`src/rtl/wmemi_pkg.sv`:
```
// Shared constants and FSM state type for the WMemI responder.
package wmemi_pkg;
    localparam int ADDR_W = 36;
    localparam int DATA_W = 128;
    localparam int BE_W   = 16;
    localparam int BLEN_W = 12;

    localparam logic [2:0] CMD_IDLE = 3'd0;
    localparam logic [2:0] CMD_WR   = 3'd1;
    localparam logic [2:0] CMD_RD   = 3'd2;

    localparam logic [1:0] RESP_NULL = 2'd0;
    localparam logic [1:0] RESP_DVA  = 2'd1;

    typedef enum logic [1:0] {
        ST_IDLE,
        ST_WR_DATA,
        ST_RD_WAIT,
        ST_RD_RESP
    } state_e;
endpackage

```
`src/rtl/wmemi_mem_array.sv`:
```
// Simple dual-port byte-enabled memory, synchronous read, no reset.
module wmemi_mem_array
    import wmemi_pkg::*;
#(
    parameter int ADDR_BITS = 4
) (
    input  logic                 clk,
    input  logic                 we_i,
    input  logic [ADDR_BITS-1:0] waddr_i,
    input  logic [DATA_W-1:0]    wdata_i,
    input  logic [BE_W-1:0]      be_i,
    input  logic [ADDR_BITS-1:0] raddr_i,
    output logic [DATA_W-1:0]    rdata_o
);
    localparam int DEPTH = 2 ** ADDR_BITS;

    logic [DATA_W-1:0] mem_q [DEPTH];
    logic [DATA_W-1:0] rdata_q;

    always_ff @(posedge clk) begin
        if (we_i) begin
            for (int b = 0; b < BE_W; b++) begin
                if (be_i[b]) begin
                    mem_q[waddr_i][b*8 +: 8] <= wdata_i[b*8 +: 8];
                end
            end
        end
        rdata_q <= mem_q[raddr_i];
    end

    assign rdata_o = rdata_q;
endmodule

```
`src/rtl/wmemi_responder.sv`:
```
// WMemI memory-side responder: burst writes into a small memory and
// returns read bursts as DVA beats after a fixed latency.
module wmemi_responder
    import wmemi_pkg::*;
#(
    parameter int ADDR_BITS = 4,
    parameter int READ_LAT  = 1
) (
    input  logic              clk,
    input  logic              reset,
    input  logic [2:0]        wmemiS_MCmd,
    input  logic              wmemiS_MReqLast,
    input  logic [ADDR_W-1:0] wmemiS_MAddr,
    input  logic [BLEN_W-1:0] wmemiS_MBurstLength,
    input  logic              wmemiS_MDataValid,
    input  logic              wmemiS_MDataLast,
    input  logic [DATA_W-1:0] wmemiS_MData,
    input  logic [BE_W-1:0]   wmemiS_MDataByteEn,
    input  logic              wmemiS_MReset_n,
    output logic [1:0]        wmemiS_SResp,
    output logic              wmemiS_SRespLast,
    output logic [DATA_W-1:0] wmemiS_SData,
    output logic              wmemiS_SCmdAccept,
    output logic              wmemiS_SDataAccept,
    output logic              err
);
    localparam logic [3:0] WAIT_END = 4'(READ_LAT - 2);

    state_e                state_q, state_d;
    logic [ADDR_BITS-1:0]  addr_q, addr_d;
    logic [BLEN_W-1:0]     len_q, len_d;
    logic [BLEN_W-1:0]     beat_q, beat_d;
    logic [3:0]            wait_q, wait_d;
    logic                  err_q, err_d;
    logic                  mem_we;
    logic                  final_beat;
    logic                  resp_act;
    logic [DATA_W-1:0]     rdata;
    logic                  unused;

    assign unused = ^{wmemiS_MReqLast, wmemiS_MAddr[ADDR_W-1:4+ADDR_BITS],
                      wmemiS_MAddr[3:0]};

    assign final_beat = (beat_q == len_q - 12'd1);
    assign resp_act   = reset && (state_q == ST_RD_RESP);

    assign wmemiS_SCmdAccept  = reset && wmemiS_MReset_n && (state_q == ST_IDLE);
    assign wmemiS_SDataAccept = reset && (state_q == ST_WR_DATA);
    assign wmemiS_SResp       = resp_act ? RESP_DVA : RESP_NULL;
    assign wmemiS_SRespLast   = resp_act && final_beat;
    assign wmemiS_SData       = resp_act ? rdata : '0;
    assign err                = reset && err_q;

    always_comb begin
        state_d = state_q;
        addr_d  = addr_q;
        len_d   = len_q;
        beat_d  = beat_q;
        wait_d  = wait_q;
        err_d   = err_q;
        mem_we  = 1'b0;
        unique case (state_q)
            ST_IDLE: begin
                if (wmemiS_SCmdAccept && wmemiS_MCmd != CMD_IDLE) begin
                    if (wmemiS_MCmd == CMD_WR || wmemiS_MCmd == CMD_RD) begin
                        addr_d = wmemiS_MAddr[4 +: ADDR_BITS];
                        len_d  = (wmemiS_MBurstLength == '0) ? 12'd1
                                                             : wmemiS_MBurstLength;
                        beat_d = '0;
                        wait_d = '0;
                        if (wmemiS_MBurstLength == '0) err_d = 1'b1;
                        if (wmemiS_MCmd == CMD_WR) state_d = ST_WR_DATA;
                        else state_d = (READ_LAT > 1) ? ST_RD_WAIT : ST_RD_RESP;
                    end else begin
                        err_d = 1'b1;
                    end
                end
            end
            ST_WR_DATA: begin
                if (wmemiS_MDataValid) begin
                    mem_we = reset;
                    addr_d = addr_q + 1'b1;
                    beat_d = beat_q + 12'd1;
                    if (final_beat || wmemiS_MDataLast) begin
                        state_d = ST_IDLE;
                        if (final_beat != wmemiS_MDataLast) err_d = 1'b1;
                    end
                end
            end
            ST_RD_WAIT: begin
                if (wait_q == WAIT_END) state_d = ST_RD_RESP;
                else wait_d = wait_q + 4'd1;
            end
            ST_RD_RESP: begin
                addr_d = addr_q + 1'b1;
                beat_d = beat_q + 12'd1;
                if (final_beat) state_d = ST_IDLE;
            end
            default: state_d = ST_IDLE;
        endcase
        // Initiator reset aborts whatever burst is in flight.
        if (!wmemiS_MReset_n) state_d = ST_IDLE;
    end

    always_ff @(posedge clk) begin
        if (!reset) begin
            state_q <= ST_IDLE;
            addr_q  <= '0;
            len_q   <= '0;
            beat_q  <= '0;
            wait_q  <= '0;
            err_q   <= 1'b0;
        end else begin
            state_q <= state_d;
            addr_q  <= addr_d;
            len_q   <= len_d;
            beat_q  <= beat_d;
            wait_q  <= wait_d;
            err_q   <= err_d;
        end
    end

    // Read address runs one cycle ahead so data lines up with addr_q.
    wmemi_mem_array #(
        .ADDR_BITS(ADDR_BITS)
    ) u_mem (
        .clk    (clk),
        .we_i   (mem_we),
        .waddr_i(addr_q),
        .wdata_i(wmemiS_MData),
        .be_i   (wmemiS_MDataByteEn),
        .raddr_i(addr_d),
        .rdata_o(rdata)
    );
endmodule

```
`config.mk`:
```
export PLATFORM = sky130hd
export DESIGN_NAME = wmemi_responder
export DESIGN_NICKNAME = d
export VERILOG_FILES = /design/src/rtl/wmemi_pkg.sv /design/src/rtl/wmemi_mem_array.sv /design/src/rtl/wmemi_responder.sv
export SDC_FILE = /design/constraint.sdc
export NUM_CORES = 2
export LEC_CHECK = 0
export BUFFER_PORTS_ARGS = -buffer_cell sky130_fd_sc_hd__buf_2
export CAP_MARGIN = 20
export CORE_AREA = 2 2 424 511
export CTS_CLUSTER_DIAMETER = 40
export DETAILED_ROUTE_END_ITERATION = 12
export DIE_AREA = 0 0 426 513
export PLACE_DENSITY = 0.52
export SLEW_MARGIN = 20
export SYNTH_ARGS = -nofsm -noshare
export SYNTH_HDL_FRONTEND = slang
export SYNTH_SLANG_ARGS = --single-unit
```
`constraint.sdc`:
```
create_clock -name clk -period 5.7 [get_ports clk]
set_clock_uncertainty 0.05 [all_clocks]
set_input_delay 0.855 -clock clk [delete_from_list [all_inputs] [get_ports clk]]
set_output_delay 0.855 -clock clk [all_outputs]
set_load 0.05 [all_outputs]
```
After elaboration in Yosys (flattened, before gate mapping)
Memory sizes are Yosys's and may differ from the RTL's. A register that Yosys moved wholly into a read port is not among the register bits.
Index checks and enable logic that the tools add are counted.
- reductions and logical operators: 21
- multiplexer cells: 80
- equality and inequality tests: 17
- add/sub/neg operators: 4
- operator list (cell ; count):
    128-bit two-way mux ; 1
    1-bit two-way mux ; 57
    12-bit two-way mux ; 4
    12-bit case mux with 3 select lines ; 1
    4-bit two-way mux ; 6
    2-bit two-way mux ; 7
    12-bit by 1-bit adder with 12-bit output (second input constant) ; 1
    12-bit equality test ; 1
    12-bit logical NOT ; 1
    4-bit case mux with 3 select lines ; 1
    6-bit AND reduction ; 2
    12-bit by 1-bit subtractor with 12-bit output (second input constant) ; 1
    4-bit by 1-bit adder with 4-bit output (second input constant) ; 2
    2-bit by 1-bit != test with 1-bit output (second input constant) ; 4
    2-bit != test (second input constant) ; 4
    2-bit case mux with 4 select lines ; 1
    4-bit case mux with 2 select lines ; 1
    4-bit AND reduction ; 2
    1-bit logical AND ; 7
    3-bit nonzero test ; 2
    2-bit equality test (second input constant) ; 2
    4-bit equality test (second input constant) ; 1
    2-bit nonzero test ; 2
    3-bit by 1-bit equality test with 1-bit output (second input constant) ; 1
    9 further kinds ; 10
- bits in registers: 35
- memories: 1
- bits in writable memories: 2048
- input bits: 201
- memories (memory ; words ; width ; rd ports ; clocked after Yosys merged registers in ; wr ports ; RTL line ; text):
    u_mem.mem_q ; 16 ; 128 ; 1 ; 1 ; 1 ; wmemi_mem_array.sv:17 ; logic [DATA_W-1:0] mem_q [DEPTH];

Logic depth before layout (Yosys ltp)
- word-level depth: 7
- depth in mapped cells: 12
- mapped depth without buffers: 12

Hierarchy
Synthesis repeated with hierarchy kept, for this count alone.
- cell total of the unflattened synthesis: 4049
- area total of the unflattened synthesis: 83547.6 um^2
- modules (own cells, without submodules) (module ; cells an instance ; area an instance (um^2) ; instances):
    wmemi_mem_array ; 3652 ; 80681.1 ; 1
    wmemi_responder ; 397 ; 2866.5 ; 1

Worst setup path before layout
Ideal clock, no wire load.
- kind: register to output
- from: register len_q[3]
- to: output port wmemiS_SRespLast
- data arrival time: 3171 ps
- cell stages (with the launch flop): 8
- path buffers: 1
- path slack: 1624 ps
- cells stage by stage: dfxtp_1 buf_2 or4_1 or4_1 o211a_1 o31ai_1 nand3_1 nor3_1
- cells in the longest elaborated chain, start to end: 3
- RTL lines (item ; RTL line ; text):
    from (decl) ; wmemi_responder.sv:31 ; logic [BLEN_W-1:0] len_q, len_d;
    from (signal assigned) ; wmemi_responder.sv:116 ; len_q <= len_d;
    12-bit by 1-bit subtractor with 12-bit output ; wmemi_responder.sv:44 ; assign final_beat = (beat_q == len_q - 12'd1);
    12-bit equality test ; wmemi_responder.sv:44 ;
    1-bit logical AND ; wmemi_responder.sv:50 ; assign wmemiS_SRespLast = resp_act && final_beat;
    to (decl) ; wmemi_responder.sv:21 ; output logic wmemiS_SRespLast,
No other way between the ends.

Worst setup path in the final report
- from: register state_q[0]
- to: output port wmemiS_SData[95]
- cells in the longest elaborated chain, start to end: 3
- RTL lines (item ; RTL line ; text):
    from (decl) ; wmemi_responder.sv:29 ; state_e state_q, state_d;
    from (signal assigned) ; wmemi_responder.sv:114 ; state_q <= state_d;
    2-bit equality test ; wmemi_responder.sv:45 ; assign resp_act = reset && (state_q == ST_RD_RESP);
    1-bit logical AND ; wmemi_responder.sv:45 ;
    128-bit two-way mux ; wmemi_responder.sv:51 ; assign wmemiS_SData = resp_act ? rdata : '0;
    to (decl) ; wmemi_responder.sv:22 ; output logic [DATA_W-1:0] wmemiS_SData,
No other way between the ends.

==> reports/results.ini <==
[layout]
mostFrequentLayoutCells=edfxtp_1, nand2_1, mux2_2, clkbuf_16, buf_2
layout-drive-gt1-share_pct=24.0
regArea_mm2=0.0648
fillers=18400
multi_input_area_mm2=0.0190
area_growth_pct=17.8
fin_util_pct=47.0
layout_commonest_cell=edfxtp_1
fin_nets=5764

[setup_path]
path_buf_inv=2
cp_slowest_cell=dfxtp_1
worstPathCellList=nand2_1 > nor2_4 > buf_4 > and2_1 > buf_2
rrSetupSlack_ns=1.36
critPathLaunchType=flop
critPathTopFamily=simple AND/OR/NAND/NOR gates
timing.rr.end=u_mem.rdata_o[101]
crit_path_max_incr_delay_ns=0.67
crit_end=wmemiS_SData[95]
crit_fanout=17
worst_ep_arrival_time_ns=3.63
ff2ff_path_depth=8
end_kind=output port
critPathKind=flop to output port
crit_start=state_q[0]
cp.depth=5
crit_required_ns=4.80
r2r_start=state_q[0]

[clock_network]
cts_tree=yes
cts.htree.levels=5
post_cts_resized=0
path_clk_slew_ns=0.05
cts_inserted_buffers=310
clockBufferDepth=4
clock-sinks=2211
clock_latency_ns=0.92
clockRootBuffer=clkbuf_16
hold_buffers=0
cts_setup_buffers=0

[sta]
finalCritPeriodShare_pct=79.5
tns_ns=0
worstMarginPinSlew_ns=1.16
grt_setup_unrepaired=false
hold_violations=0
slew_viol_final=0
fmax_mhz=221
fin_crit_ns=4.53
finalSetupViolations=0
maxSlewHeadroom_pct=22.7
holdWs_ns=0.129

[pwr]
powerDensity_mw_per_mm2=380
p_leak_nw=33.5
vdd.ir_drop.worst_v=0.000251

[synth]
synthTopCellsByArea=edfxtp_1, mux2_2, dfxtp_1, mux2i_1, a32o_1
ys_seq_area_share_pct=76.1
synthArstFlopShare_pct=0
synth_nets=5347
synthFlopType=edfxtp_1
ys_ff_latch=2211
yosysWarnings=0
ys_types=67
avgSynthCellArea_um2=16.6
synth_top_cell_by_area=edfxtp_1
synth_top_area_share_pct=72.3
synthCells=5138
synth_edf_count=2048
synthesis.area_mm2=0.0851

[global_routing]
grt_start_max_net_pins=108
grt_overflow=0
antenna_found_initial=54
first_global_vias=47900
grt_pass1_wl_um=338000
track_usage_pct=21.3

[outcome]
status=finished clean

[run]
maxCapViolCount=0

[floorplanning]
die_x_um=426
start_util_pct=39.9
num_rows=186
fp.dieH_um=513
fp.coreArea_mm2=0.213
dieArea_mm2=0.219
ios=335

[routing]
viasPerCell=5.45
drtAntennaViolNets=0
wl_per_cell_um=27.5
vias=47000
remaining_drc_errors=0
drt-total-wl_um=237000
drt_iter0_drc=3502
firstDrtPassIters=5

[placement]
port_buffers=300
dp_hpwl_um=145000
gp_congestion=0.762

[min_path]
hold_path_class=input port to flop

[worst min-delay path by stage]
stage	startpoint	end	slack [ns]	cells past startpoint
floorplan	err_q	err_q	0.38	1
global placement	err_q	err_q	0.39	1
detailed placement	err_q	err_q	0.40	1
CTS	wmemiS_MBurstLength[8]	len_q[8]	0.06	3
global route	wmemiS_MBurstLength[11]	len_q[11]	0.11	3
finish	wmemiS_MBurstLength[8]	len_q[8]	0.13	3
[through the flow]
| step | setup slack, ns | instances | total power, mW | instance area [µm²] |
|---|---|---|---|---|
| 2_1_floorplan | 1.62 | 5138 | 19.0 | 85100 |
| 3_3_place_gp | 0.979 | 8058 | 19.8 | 90000 |
| 3_5_place_dp | 1.03 | 8061 | 19.8 | 90100 |
| 4_1_cts | 1.04 | 8607 | 38.5 | 100000 |
| 5_1_grt | 0.973 | 8616 | 39.2 | 100000 |
| 6_report | 1.17 | 8626 | 38.1 | 100000 |
[logic make-up after synthesis]
family,count (synthesis),share of synthesized area (%)
AND/OR/NAND/NOR,1196,6.42
flip-flops,2211,76.1
XOR/XNOR,25,0.266
other,1,0.00441
adder cells (fa/ha/maj),8,0.118
buffers and inverters,336,1.77
multiplexers,747,9.47
AO/OA/AOI/OAI,614,5.81
[cells in the mapped netlist, drive strengths merged, types with 5 or more instances]
library cell	number
a2111oi	9
a211oi	67
a21oi	6
a32o	226
a32oi	8
and2	135
and3	53
buf	144
clkbuf	180
dfxtp	163
edfxtp	2048
ha	8
inv	12
mux2	453
mux2i	293
nand2	538
nand3	21
nor2	282
nor2b	5
nor3	14
nor4	119
o211a	10
o21ai	20
o221ai	8
o22ai	233
o31ai	5
or4	11
xnor2	11
xor2	14
[routing by layer]
metal	part of all wire [%]	global-route usage [%]	vias to the layer above
li1	-	-	21000
met2	50	36.1	1488
met5	0.069	0	-
met4	2.8	6.88	26
met1	42	27.6	24100
met3	6.0	3.91	391
[sequential cells by signal (all words and copies together), names as in the netlist]
name	count
addr_q	4
len_q	12
u_mem.rdata_o	128
beat_q	12
err_q	1
wait_q	4
state_q	2
u_mem.mem_q	2048
[worst min-delay path, cell delays in order]
cell     delay (ns)
buf_2          0.09
nand2_1        0.05
nand2_1        0.05
[layout make-up]
type | count | area share (%)
Sequential cell | 2211 | 64.6
Multi-Input combinational cell | 2591 | 19.0
Clock buffer | 379 | 8.23
Tap cell | 2820 | 3.52
Timing Repair Buffer | 429 | 2.74
Clock inverter | 167 | 1.81
Inverter | 12 | 0.0450
Antenna cell | 17 | 0.0425
[power breakdown]
part	switching (mW)	internal, mW
clock	7.15	11.5
combinational	0.993	0.500
sequential	0.0894	17.9
total	8.24	29.9
No activity file was read; power rests on OpenSTA's default activity.
